**src/rtl/mod_counter_if.sv**
```systemverilog
// Control and status bundle for mod_counter: the counter is the slave,
// whoever steps it (a sequencer, a testbench) is the master.
`timescale 1ns/1ps
interface mod_counter_if #(
  parameter int WIDTH = 8
) ();
  logic             en;
  logic             up;
  logic             clr;
  logic             load;
  logic [WIDTH-1:0] load_val;
  logic [WIDTH-1:0] count;
  logic             tc;
  logic             wrap;
  logic             ovf;

  modport master (
    output en, up, clr, load, load_val,
    input  count, tc, wrap, ovf
  );

  modport slave (
    input  en, up, clr, load, load_val,
    output count, tc, wrap, ovf
  );
endinterface

```
**src/rtl/mod_counter.sv**
```systemverilog
// Up/down modulo counter over 0..MAX_VAL with load, clear, enable and a
// wrap-or-saturate boundary policy; reports terminal count, wrap pulse, sticky overflow.
`timescale 1ns/1ps
module mod_counter #(
  parameter int               WIDTH    = 8,
  parameter logic [WIDTH-1:0] MAX_VAL  = {WIDTH{1'b1}},
  parameter int               SATURATE = 0
) (
  input  logic          clk,
  input  logic          rst,
  mod_counter_if.slave  bus
);

  localparam bit SAT = (SATURATE != 0);

  logic [WIDTH-1:0] count_reg;
  logic [WIDTH-1:0] count_next;
  logic             wrap_reg;
  logic             wrap_next;
  logic             ovf_reg;
  logic             ovf_next;

  logic             at_max;
  logic             at_zero;
  logic             boundary;
  logic [WIDTH-1:0] load_clamped;
  logic [WIDTH-1:0] up_value;
  logic [WIDTH-1:0] down_value;

  assign at_max   = (count_reg == MAX_VAL);
  assign at_zero  = (count_reg == '0);
  assign boundary = bus.en & ((bus.up & at_max) | (~bus.up & at_zero));

  // Out-of-range loads are clamped so the count can never hold an illegal value.
  assign load_clamped = (bus.load_val > MAX_VAL) ? MAX_VAL : bus.load_val;

  // Boundaries are tested before the +/-1 so no WIDTH-bit overflow leaks out
  // when MAX_VAL is below the full binary range.
  assign up_value   = at_max  ? (SAT ? MAX_VAL : '0) : count_reg + WIDTH'(1);
  assign down_value = at_zero ? (SAT ? '0 : MAX_VAL) : count_reg - WIDTH'(1);

  always_comb begin
    count_next = count_reg;
    wrap_next  = 1'b0;
    ovf_next   = ovf_reg;
    if (bus.clr) begin
      count_next = '0;
      ovf_next   = 1'b0;
    end else if (bus.load) begin
      count_next = load_clamped;
    end else if (bus.en) begin
      count_next = bus.up ? up_value : down_value;
      if (boundary) begin
        wrap_next = 1'b1;
        ovf_next  = 1'b1;
      end
    end
  end

  always_ff @(posedge clk or negedge rst) begin
    if (!rst) begin
      count_reg <= '0;
      wrap_reg  <= 1'b0;
      ovf_reg   <= 1'b0;
    end else begin
      count_reg <= count_next;
      wrap_reg  <= wrap_next;
      ovf_reg   <= ovf_next;
    end
  end

  assign bus.count = count_reg;
  assign bus.wrap  = wrap_reg;
  assign bus.ovf   = ovf_reg;
  assign bus.tc    = boundary;

`ifdef FORMAL
  logic             past_valid_reg;
  logic             prev_en_reg;
  logic             prev_up_reg;
  logic             prev_clr_reg;
  logic             prev_load_reg;
  logic [WIDTH-1:0] prev_count_reg;

  // Previous-cycle context captured by hand so every check is reset-aware.
  always_ff @(posedge clk or negedge rst) begin
    if (!rst) begin
      past_valid_reg <= 1'b0;
      prev_en_reg    <= 1'b0;
      prev_up_reg    <= 1'b0;
      prev_clr_reg   <= 1'b0;
      prev_load_reg  <= 1'b0;
      prev_count_reg <= '0;
    end else begin
      past_valid_reg <= 1'b1;
      prev_en_reg    <= bus.en;
      prev_up_reg    <= bus.up;
      prev_clr_reg   <= bus.clr;
      prev_load_reg  <= bus.load;
      prev_count_reg <= count_reg;
    end
  end

  always_comb begin
    if (rst) begin
      a_range : assert (count_reg <= MAX_VAL);
      a_wrap_ovf : assert (!wrap_reg || ovf_reg);
    end
    if (rst && past_valid_reg) begin
      if (prev_clr_reg) begin
        a_clr : assert (count_reg == '0 && !ovf_reg);
      end
      if (prev_en_reg && !prev_clr_reg && !prev_load_reg && prev_up_reg) begin
        a_up : assert (count_reg == ((prev_count_reg == MAX_VAL)
                                     ? (SAT ? MAX_VAL : '0)
                                     : prev_count_reg + WIDTH'(1)));
      end
      if (prev_en_reg && !prev_clr_reg && !prev_load_reg && !prev_up_reg) begin
        a_down : assert (count_reg == ((prev_count_reg == '0)
                                       ? (SAT ? '0 : MAX_VAL)
                                       : prev_count_reg - WIDTH'(1)));
      end
    end
  end
`endif

endmodule

```
**src/flat_wrapper.sv**
```systemverilog
// flat-port wrapper written by rule: the top's interface ports become plain ports
module mod_counter_flat 
#(
  parameter int               WIDTH    = 8,
  parameter logic [WIDTH-1:0] MAX_VAL  = {WIDTH{1'b1}},
  parameter int               SATURATE = 0
)
  (clk, rst, bus_en, bus_up, bus_clr, bus_load, bus_load_val, bus_count, bus_tc, bus_wrap, bus_ovf);
  mod_counter_if #(.WIDTH(WIDTH)) bus_i ();
  input  logic clk;
  input  logic rst;
  input wire logic [$bits(bus_i.en)-1:0] bus_en;
  input wire logic [$bits(bus_i.up)-1:0] bus_up;
  input wire logic [$bits(bus_i.clr)-1:0] bus_clr;
  input wire logic [$bits(bus_i.load)-1:0] bus_load;
  input wire logic [$bits(bus_i.load_val)-1:0] bus_load_val;
  output wire logic [$bits(bus_i.count)-1:0] bus_count;
  output wire logic [$bits(bus_i.tc)-1:0] bus_tc;
  output wire logic [$bits(bus_i.wrap)-1:0] bus_wrap;
  output wire logic [$bits(bus_i.ovf)-1:0] bus_ovf;
  assign bus_i.en = bus_en;
  assign bus_i.up = bus_up;
  assign bus_i.clr = bus_clr;
  assign bus_i.load = bus_load;
  assign bus_i.load_val = bus_load_val;
  assign bus_count = bus_i.count;
  assign bus_tc = bus_i.tc;
  assign bus_wrap = bus_i.wrap;
  assign bus_ovf = bus_i.ovf;
  mod_counter #(.WIDTH(WIDTH), .MAX_VAL(MAX_VAL), .SATURATE(SATURATE)) u_core (.clk(clk), .rst(rst), .bus(bus_i));
endmodule
```
**config.mk**
```make
export PLATFORM = sky130hd
export DESIGN_NAME = mod_counter_flat
export DESIGN_NICKNAME = d
export VERILOG_FILES = /design/src/rtl/mod_counter_if.sv /design/src/rtl/mod_counter.sv /design/src/flat_wrapper.sv
export SDC_FILE = /design/constraint.sdc
export NUM_CORES = 1
export LEC_CHECK = 0
export CORE_MARGIN = 10
export CORE_UTILIZATION = 45
export CTS_CLUSTER_SIZE = 28
export DETAILED_ROUTE_END_ITERATION = 8
export GPL_ROUTABILITY_DRIVEN = 0
export GPL_TIMING_DRIVEN = 0
export PLACE_DENSITY = 0.76
export SKIP_LAST_GASP = 1
export SLEW_MARGIN = 20
export SYNTH_ARGS = -nofsm -noshare
export SYNTH_HDL_FRONTEND = slang
export SYNTH_SLANG_ARGS = --single-unit
```
**constraint.sdc**
```tcl
create_clock -name clk -period 5.4 [get_ports clk]
set_input_delay 1.35 -clock clk [delete_from_list [all_inputs] [get_ports clk]]
set_output_delay 1.35 -clock clk [all_outputs]
set_load 0.005 [all_outputs]
```
## After elaboration in Yosys (flattened, before gate mapping)

Index checks and enable logic that the tools add are counted.
Widths: inputs -> output; s select.

| word-level totals | value |
|---|---|
| bits in registers | 10 |
| output and inout port bits | 11 |

| operators by class | value |
|---|---|
| equal/unequal tests | 2 |
| $lt $le $gt $ge | 1 |
| bitwise gates (word level) | 5 |
| $add $sub $neg | 2 |
| multiplexer cells | 15 |
| reduce and logical (&&, ||, !) cells | 5 |

Operators with widths:

| operator | count |
|---|---|
| $mux 8 | 7 |
| $add 8x1->8 const B | 1 |
| $eq 8x8->1 const B | 1 |
| $gt 8x8->1 const B | 1 |
| $logic_not 8->1 | 1 |
| $mux 1 | 8 |
| $sub 8x1->8 const B | 1 |
| $reduce_bool 2->1 | 2 |
| $and 1x1->1 | 3 |
| $reduce_and 3->1 | 1 |
| $reduce_bool 3->1 | 1 |
| $ne 2x2->1 const B | 1 |
| $not 1->1 | 1 |
| $or 1x1->1 | 1 |

## Longest topological paths before layout

Gate-level depths: netlist of run 1.

| logic depth | value |
|---|---|
| word-level depth | 8 |
| depth in mapped cells | 7 |

## Worst setup path before layout of run 1

Ideal clock, no wire load.

| timing path | value |
|---|---|
| path kind | input to output |
| from | input bus_up |
| to | output bus_tc |
| setup slack | 1.985 ns |
| required time | 4.050 ns |
| data arrival time | 2.065 ns |
| cell stages on the path | 4 |
| cell sequence | clkbuf_1 > nand2_1 > nor3_1 > o21a_1 |

| between the ends | value |
|---|---|
| word-level cells in the longest chain between the ends | 4 |

Ends and longest elaborated chain:

| element | RTL line | text |
|---|---|---|
| start: declaration | flat_wrapper.sv:13 | `input wire logic [$bits(bus_i.up)-1:0] bus_up;` |
| $not 1->1 | mod_counter.sv:32 | `assign boundary = bus.en & ((bus.up & at_max) \| (~bus.up & at_zero));` |
| $and 1x1->1 | mod_counter.sv:32 |  |
| $or 1x1->1 (*) | mod_counter.sv:32 |  |
| $and 1x1->1 (*) | mod_counter.sv:32 |  |
| end: declaration | flat_wrapper.sv:18 | `output wire logic [$bits(bus_i.tc)-1:0] bus_tc;` |

Mark *: on every way between the ends. The rest lies on a longest branch, timed or not.

## Worst setup path after layout of run 1

Same ends and word-level chain as after synthesis.

==> impl_metrics.json, run 1 <==
{
  "status": "finished, final reports clean",
  "worst_ep_required_time_ns": 4.05,
  "wirelength_um": 2720,
  "die_height_um": 64.6,
  "rsz0062_at_grt": "false",
  "die_x_um": 64.6,
  "clockRootBuffer": "clkbuf_4",
  "clock.fmax_ghz": 0.215,
  "grt-ovfl-total": 0,
  "synth_async_sr_flop_share_pct": 100,
  "port_buffers": 23,
  "synth_area_um2": 895,
  "synth-edff-count": 0,
  "worstHoldStart": "u_core.bus.ovf$_DFFE_PN0P_",
  "rows": 16,
  "cts_sinks": 10,
  "timing.hold.ws_ns": 0.508,
  "synth-seq-area-share_pct": 28.0,
  "die-area_mm2": 0.00417,
  "synthCells": 110,
  "synth-main-ff-cell": "dfrtp_1",
  "ys_types": 46,
  "postCtsSetupBuffers": 0,
  "drive_gt1_share_pct": 7.30,
  "r2r_cells": 7,
  "synthTopCellsByArea": "dfrtp_1 (28%), ha_1 (4.2%), a21oi_1 (3.9%)",
  "maxCapViolCount": 0,
  "cts_resized": 0,
  "critPathCaptureType": "primary output",
  "synth_top_area_share_pct": 28.0,
  "cts_tree": "built",
  "io_pins": 25,
  "insertion_delay_ns": 0.27,
  "switchingPower_uw": 86.9,
  "maxSlewViolCount": 0,
  "initial_core_util_pct": 46.5,
  "peakVddDrop_v": 0.000159,
  "synth_fp_nets": 127,
  "post-route-cell-area_mm2": 0.00119,
  "place_area_mm2": 0.00116,
  "cts_buffers": 3,
  "antennaDiodeCount": 0,
  "grt_pass1_vias": 970,
  "crit_fanout": 10,
  "p_int_uw": 172,
  "setup-violations-final": 0,
  "r2r_setup_slack_ns": 3.36,
  "grt_pass1_wl_um": 4660,
  "core_area_mm2": 0.00192,
  "pwr-share-clk_pct": 27.1,
  "antenna_found_initial": 0,
  "drc": 0,
  "htreeDepth": 1,
  "wl_per_cell_um": 16.6,
  "seq_power_share_pct": 34.3,
  "grt_use_total_pct": 13.3,
  "power.total_uw": 259,
  "nets": 155,
  "synth_warnings": 0,
  "cp-endpoint": "bus_tc",
  "antenna_left": 0,
  "hpwl_um": 2050,
  "combPwrFrac_pct": 38.5,
  "powerDensity_mw_per_mm2": 217,
  "worst_pin_slew_ns": 0.717,
  "post-route-period-util_pct": 86.3,
  "hold_class": "reg2reg",
  "p_leak_nw": 0.466,
  "syn_area_per_cell_um2": 8.13,
  "first_iter_violations": 41,
  "reg2reg_from": "u_core.bus.count[1]$_DFFE_PN0P_",
  "fin_crit_ns": 4.66,
  "hold_viol_final": 0,
  "num_vias": 980,
  "clock_skew_ns": 0.00248,
  "clockBufferDepth": 2,
  "ys_ff_latch": 10,
  "grt_max_degree": 11,
  "critPathKind": "in2out",
  "path_clk_slew_ns": 0.07,
  "cts_hold_buffers": 0,
  "crit_arrival_ns": 3.31,
  "fin_setup_tns_ns": 0,
  "syn_to_final_growth_pct": 33.6,
  "cp-start-kind": "primary input",
  "yosysTopAreaCell": "dfrtp_1",
  "worst_r2r_endpoint": "u_core.bus.count[3]$_DFFE_PN0P_",
  "p_sw_share_pct": 33.6,
  "largest_reg_flops": 8,
  "cp-startpoint": "bus_up",
  "drt_first_pass_iters": 4,
  "slew_headroom_pct": 51.8,
  "vias_per_cell": 5.98
}
-- cell usage after synthesis (3+ instances only) --
| cell type | count |
|---|---|
| nand2_1 | 6 |
| nor2_1 | 9 |
| a21oi_1 | 7 |
| o21ai_0 | 3 |
| xnor2_1 | 4 |
| a22oi_1 | 3 |
| nand3_1 | 4 |
| nand4_1 | 3 |
| ha_1 | 3 |
| nor3_1 | 4 |
| clkbuf_1 | 5 |
| dfrtp_1 | 10 |
| inv_1 | 7 |
-- layer usage --
metal / part of all wire [%] / GRT usage [%]
met1: 45 / 17.2
met3: 8.6 / 5.67
met5: 0 / 0
met4: 1.1 / 4.01
met2: 45 / 19.6
-- layout by cell type (no fill, tap or decap), types with 2 or more instances in the layout --
cell type        instances
o21a_1                   2
clkbuf_1                 5
clkdlybuf4s50_1         23
o31ai_1                  2
and2_1                   2
clkbuf_4                 3
nor2b_1                  2
nor4_1                   2
dfrtp_1                 10
nor3_1                   4
ha_1                     3
nand4_1                  3
inv_1                    7
buf_2                    2
nor2_1                   9
o21ai_0                  3
xnor2_1                  4
a31oi_1                  2
a21oi_1                  7
a22oi_1                  3
nand3_1                  4
o21bai_1                 2
a22o_1                   2
nand2_1                  6
-- power by group through the flow --
stage	Combinational, mW	Sequential, mW	Clock [mW]
after global placement	0.0968	0.0896	0
after floorplan	0.0601	0.0892	0
after global routing	0.109	0.0900	0.0759
after detailed placement	0.0984	0.0900	0
after CTS	0.0993	0.0886	0.0719
final	0.0997	0.0889	0.0702
-- how the worst min path moves through the flow --
| stage | end | slack, ns | cells past startpoint |
|---|---|---|---|
| after global placement | u_core.bus.ovf$_DFFE_PN0P_ | 0.49 | 1 |
| after global routing | u_core.bus.ovf$_DFFE_PN0P_ | 0.53 | 1 |
| after detailed placement | u_core.bus.ovf$_DFFE_PN0P_ | 0.50 | 1 |
| after CTS | u_core.bus.ovf$_DFFE_PN0P_ | 0.52 | 1 |
| after floorplan | u_core.bus.ovf$_DFFE_PN0P_ | 0.50 | 1 |
| final | u_core.bus.ovf$_DFFE_PN0P_ | 0.51 | 1 |
-- logic make-up after synthesis --
group | Yosys count | synth area share (%)
buffers and inverters | 15 | 7.41
AND/OR/NAND/NOR | 40 | 24.8
adder cells (fa/ha/maj) | 3 | 4.20
multiplexers | 1 | 1.12
AO/OA/AOI/OAI | 36 | 29.6
flip-flops | 10 | 28.0
XOR/XNOR | 5 | 4.89
-- worst max-delay path: stages --
cell and delay [ns]:
clkdlybuf4s50_1 0.50, clkbuf_1 0.40, nand2_1 0.17, nor3_1 0.20, o21a_1 0.18, clkdlybuf4s50_1 0.52
-- layout make-up --
cell class | instances | area [um^2]
fill | 182 | 727
multi-input combinational | 85 | 578
tap | 27 | 33.8
inverter | 7 | 26.3
buffer | 8 | 40.0
sequential | 10 | 250
timing repair buffer | 23 | 230
clock buffer | 4 | 36.3
-- stage by stage --
| step | std cells | utilization [%] | setup slack (ns) |
|---|---|---|---|
| 2_1_floorplan | 110 | - | 1.99 |
| 3_3_place_gp | 160 | 60.3 | 0.780 |
| 3_5_place_dp | 160 | 60.3 | 0.756 |
| 4_1_cts | 164 | 62.2 | 0.748 |
| 5_1_grt | 164 | 62.2 | 0.617 |
| 6_report | 164 | 62.2 | 0.742 |
Note: power is estimated with default switching activity, not from simulation.
==> run 2, diff against run 1 <==
--- a/config.mk
+++ b/config.mk
@@ -6,14 +6,13 @@
 export NUM_CORES = 1
 export LEC_CHECK = 0
 export CORE_MARGIN = 10
-export CORE_UTILIZATION = 45
+export CORE_UTILIZATION = 30
 export CTS_CLUSTER_SIZE = 28
 export DETAILED_ROUTE_END_ITERATION = 8
 export GPL_ROUTABILITY_DRIVEN = 0
 export GPL_TIMING_DRIVEN = 0
-export PLACE_DENSITY = 0.76
 export SKIP_LAST_GASP = 1
-export SLEW_MARGIN = 20
+export SLEW_MARGIN = 10
 export SYNTH_ARGS = -nofsm -noshare
 export SYNTH_HDL_FRONTEND = slang
 export SYNTH_SLANG_ARGS = --single-unit
==> impl_metrics.json, run 2 (synthesis gave the netlist of run 1 again) <==
{
  "hold_viol_final": 0,
  "slew_headroom_pct": 55.2,
  "hold_class": "reg2reg",
  "powerDensity_mw_per_mm2": 215,
  "fin_crit_ns": 4.71,
  "worst_ep_required_time_ns": 4.05,
  "cts_sinks": 10,
  "rsz0062_at_grt": "false",
  "drt_first_pass_iters": 6,
  "setup-violations-final": 0,
  "peakVddDrop_v": 0.000127,
  "grt_max_degree": 11,
  "grt_pass1_wl_um": 4530,
  "clock.fmax_ghz": 0.212,
  "io_pins": 25,
  "cts_tree": "built",
  "clockRootBuffer": "clkbuf_4",
  "layout_common_cells": "clkdlybuf4s50_1 (23), dfrtp_1 (10), nor2_1 (9)",
  "antenna_left": 0,
  "timing.hold.ws_ns": 0.511,
  "switchingPower_uw": 86.8,
  "first_iter_violations": 41,
  "fin_setup_tns_ns": 0,
  "antenna_found_initial": 0,
  "cts_buffers": 3,
  "fillers": 293,
  "p_leak_nw": 0.466,
  "grt_pass1_vias": 933,
  "cp-startpoint": "bus_up",
  "postCtsSetupBuffers": 0,
  "maxCapViolCount": 0,
  "layout_commonest_cell": "clkdlybuf4s50_1",
  "clockBufferDepth": 2,
  "die_x_um": 74.6,
  "antennaDiodeCount": 0,
  "cts_resized": 0,
  "nets": 155,
  "die_height_um": 74.6,
  "htreeDepth": 1,
  "p_int_uw": 172,
  "pwr-share-clk_pct": 27.4,
  "post-route-period-util_pct": 87.2,
  "crit_fanout": 10,
  "critPathKind": "in2out",
  "rows": 19,
  "worst_pin_slew_ns": 0.667,
  "wl_per_cell_um": 16.3,
  "critPathCaptureType": "primary output",
  "cp-start-kind": "primary input",
  "hpwl_um": 2090,
  "initial_core_util_pct": 31.9,
  "syn_to_final_growth_pct": 34.1,
  "clock_skew_ns": 0.00269,
  "p_sw_share_pct": 33.6,
  "core_area_mm2": 0.00281,
  "seq_power_share_pct": 34.3,
  "r2r_setup_slack_ns": 3.35,
  "path_clk_slew_ns": 0.07,
  "status": "finished, final reports clean",
  "cts_hold_buffers": 0,
  "worst_r2r_endpoint": "u_core.bus.count[4]$_DFFE_PN0P_",
  "r2r_cells": 7,
  "num_vias": 959,
  "cp-endpoint": "bus_tc",
  "maxSlewViolCount": 0,
  "die-area_mm2": 0.00557,
  "drive_gt1_share_pct": 7.30,
  "largest_reg_flops": 8,
  "combPwrFrac_pct": 38.3,
  "reg2reg_from": "u_core.bus.count[1]$_DFFE_PN0P_",
  "crit_arrival_ns": 3.36,
  "drc": 0,
  "wirelength_um": 2740,
  "grt_use_total_pct": 10.2,
  "port_buffers": 23,
  "vias_per_cell": 5.71,
  "grt-ovfl-total": 0,
  "insertion_delay_ns": 0.27
}
## run 2: cell counts in the layout (fill, tap and decap cells not counted)
Identical to the previous run, type by type.
## run 2: area by class of cell
cell class | instances | area, um^2 | share of cell area, %
Tap cell | 31 | 38.8 | 3.23
Buffer | 8 | 40.0 | 3.34
Inverter | 7 | 26.3 | 2.19
Sequential cell | 10 | 250 | 20.9
Clock buffer | 4 | 36.3 | 3.02
Timing Repair Buffer | 23 | 230 | 19.2
Multi-Input combinational cell | 85 | 578 | 48.2
## run 2: worst min path at each step
stage	start	end	cells past startpoint
after floorplan	u_core.bus.ovf$_DFFE_PN0P_	u_core.bus.ovf$_DFFE_PN0P_	1
after global placement	u_core.bus.ovf$_DFFE_PN0P_	u_core.bus.ovf$_DFFE_PN0P_	1
after detailed placement	u_core.bus.ovf$_DFFE_PN0P_	u_core.bus.ovf$_DFFE_PN0P_	1
after CTS	u_core.bus.ovf$_DFFE_PN0P_	u_core.bus.ovf$_DFFE_PN0P_	1
after global routing	u_core.bus.ovf$_DFFE_PN0P_	u_core.bus.ovf$_DFFE_PN0P_	1
final	u_core.bus.ovf$_DFFE_PN0P_	u_core.bus.ovf$_DFFE_PN0P_	1
## run 2: metal layers
metal	up-vias	global-route usage [%]	wire, um
met4	0	2.52	26
met5	-	0	0
met3	2	3.59	269
met1	453	12.3	1150
met2	35	16.7	1290
li1	469	-	-
## run 2: critical path: stages
cell and delay [ns]:
clkdlybuf4s50_1 0.50, clkbuf_1 0.39, nand2_1 0.18, nor3_1 0.23
o21a_1 0.19, clkdlybuf4s50_1 0.53
## run 2: power groups by stage
stage / Clock (mW) / Combinational [mW] / Sequential [mW]
after floorplan: 0 / 0.0601 / 0.0892
after global placement: 0 / 0.0981 / 0.0898
after detailed placement: 0 / 0.0984 / 0.0900
after CTS: 0.0732 / 0.0993 / 0.0886
after global routing: 0.0768 / 0.109 / 0.0900
final: 0.0709 / 0.0989 / 0.0886
## run 2: metrics by stage
step	total power, mW	instances	instance area, um^2	util [%]	worst slack [ns]
4_1_cts	0.261	168	1200	42.8	0.717
6_report	0.258	168	1200	42.8	0.691
2_1_floorplan	0.149	110	895	-	1.99
3_3_place_gp	0.188	164	1160	41.5	0.752
3_5_place_dp	0.188	164	1160	41.5	0.731
5_1_grt	0.276	168	1200	42.8	0.596
==> run 3, diff against run 2 <==
--- a/config.mk
+++ b/config.mk
@@ -9,6 +9,7 @@
 export CORE_UTILIZATION = 30
 export CTS_CLUSTER_SIZE = 28
 export DETAILED_ROUTE_END_ITERATION = 8
+export DONT_BUFFER_PORTS = 1
 export GPL_ROUTABILITY_DRIVEN = 0
 export GPL_TIMING_DRIVEN = 0
 export SKIP_LAST_GASP = 1
==> impl_metrics.json, run 3 (synthesis gave the netlist of run 1 again) <==
{
  "grt_max_degree": 11,
  "cts_buffers": 3,
  "switchingPower_uw": 80.9,
  "cts_resized": 0,
  "crit_fanout": 10,
  "die-area_mm2": 0.00557,
  "critPathCaptureType": "primary output",
  "antenna_found_initial": 0,
  "seq_power_share_pct": 41.3,
  "rsz0062_at_grt": "false",
  "setup-violations-final": 0,
  "slowest_stage": "clkbuf_1",
  "grt_pass1_vias": 839,
  "peakVddDrop_v": 0.0000493,
  "first_iter_violations": 82,
  "cpPeakStageDelay_ns": 0.37,
  "hold_class": "reg2reg",
  "clock_skew_ns": 0.00241,
  "place_area_um2": 933,
  "fillers": 296,
  "antennaDiodeCount": 0,
  "layout_commonest_cell": "dfrtp_1",
  "fin_crit_ns": 3.66,
  "cts_tree": "built",
  "grt_pass1_wl_um": 4200,
  "crit_arrival_ns": 2.31,
  "slew_headroom_pct": 52.2,
  "io_pins": 25,
  "p_leak_nw": 0.373,
  "cts_sinks": 10,
  "num_vias": 902,
  "postCtsSetupBuffers": 0,
  "dp_cells": 141,
  "drive_gt1_share_pct": 7.96,
  "met3_length_um": 337,
  "p_sw_share_pct": 36.9,
  "dp_slack_ns": 1.77,
  "dr_wl_met2_um": 1210,
  "cp-start-kind": "primary input",
  "syn_to_final_growth_pct": 6.85,
  "wirelength_um": 2670,
  "combPwrFrac_pct": 33.7,
  "wl_met1_um": 1080,
  "crit_chain": "clkbuf_1, nand2_1, nor3_1, o21a_1",
  "clockRootBuffer": "clkbuf_4",
  "die_x_um": 74.6,
  "vias_per_cell": 6.26,
  "grt_use_total_pct": 9.68,
  "worst_pin_slew_ns": 0.711,
  "status": "finished, final reports clean",
  "p_int_uw": 139,
  "die_height_um": 74.6,
  "wl_per_cell_um": 18.5,
  "htreeDepth": 1,
  "insertion_delay_ns": 0.27,
  "maxSlewViolCount": 0,
  "clockBufferDepth": 2,
  "grt-ovfl-total": 0,
  "fin_setup_tns_ns": 0,
  "hold_viol_final": 0,
  "port_buffers": 0,
  "antenna_left": 0,
  "instances_no_fill": 144,
  "drc": 0,
  "rows": 19,
  "pwr-share-clk_pct": 25.0,
  "drt_first_pass_iters": 5,
  "hpwl_um": 2010,
  "power.total_uw": 219,
  "highest_layer": "met4",
  "nets": 132,
  "layout_common_cells": "dfrtp_1 (10), nor2_1 (9), inv_1 (7), a21oi_1 (7), nand2_1 (6)",
  "largest_reg_flops": 8,
  "core_area_mm2": 0.00281,
  "clock.fmax_ghz": 0.273,
  "initial_core_util_pct": 31.9,
  "post-route-cell-area_um2": 956,
  "powerDensity_mw_per_mm2": 229,
  "post-route-period-util_pct": 67.8,
  "maxCapViolCount": 0,
  "critPathKind": "in2out",
  "path_clk_slew_ns": 0.07,
  "worst_slack_ns": 1.74,
  "worst_ep_required_time_ns": 4.05,
  "cts_hold_buffers": 0
}
run 3: critical path, delay by kind of cell:
family	cells	cell delay [ns]
simple gates	2	0.39
compound gates	1	0.21
buf+inv	1	0.37
run 3: per-layer routing:
layer / up-vias / GRT usage, %
li1: 420 / -
met1: 428 / 11.4
met2: 50 / 15.0
met3: 4 / 3.99
met4: 0 / 4.62
met5: - / 0
run 3: power by group through the flow:
stage / combinational, mW / clock, mW / sequential, mW
finish: 0.0739 / 0.0548 / 0.0907
global route: 0.0816 / 0.0619 / 0.0919
floorplan: 0.0601 / 0 / 0.0892
detailed placement: 0.0726 / 0 / 0.0925
global placement: 0.0720 / 0 / 0.0924
CTS: 0.0732 / 0.0558 / 0.0909
run 3: cell type report:
class,instances,area [um^2],area share [%]
multi-input cells,85,578,60.5
flip-flops and latches,10,250,26.2
plain buffers,8,40.0,4.19
well taps,31,38.8,4.06
inverters,7,26.3,2.75
clock buffers,3,22.5,2.36
run 3: path summary, 6_finish.rpt:
check / start / cells after the start / to / slack, ns
hold / removal: u_core.bus.ovf$_DFFE_PN0P_ / 1 / u_core.bus.ovf$_DFFE_PN0P_ / 0.54
max in group asynchronous: rst / 0 / u_core.bus.count[2]$_DFFE_PN0P_ / 4.56
setup / recovery: bus_up / 4 / bus_tc / 1.74
hold reg to reg: u_core.bus.ovf$_DFFE_PN0P_ / 1 / u_core.bus.ovf$_DFFE_PN0P_ / 0.54
setup reg to reg: u_core.bus.count[0]$_DFFE_PN0P_ / 5 / u_core.bus.count[0]$_DFFE_PN0P_ / 3.33
min in group asynchronous: rst / 0 / u_core.bus.wrap$_DFF_PN0_ / 0.77
run 3: stage by stage:
stage / hold WS (ns) / util, %
finish: 0.545 / 34.1
floorplan: 0.503 / -
CTS: 0.559 / 34.1
global placement: 0.534 / 33.3
detailed placement: 0.542 / 33.3
global route: 0.587 / 34.1
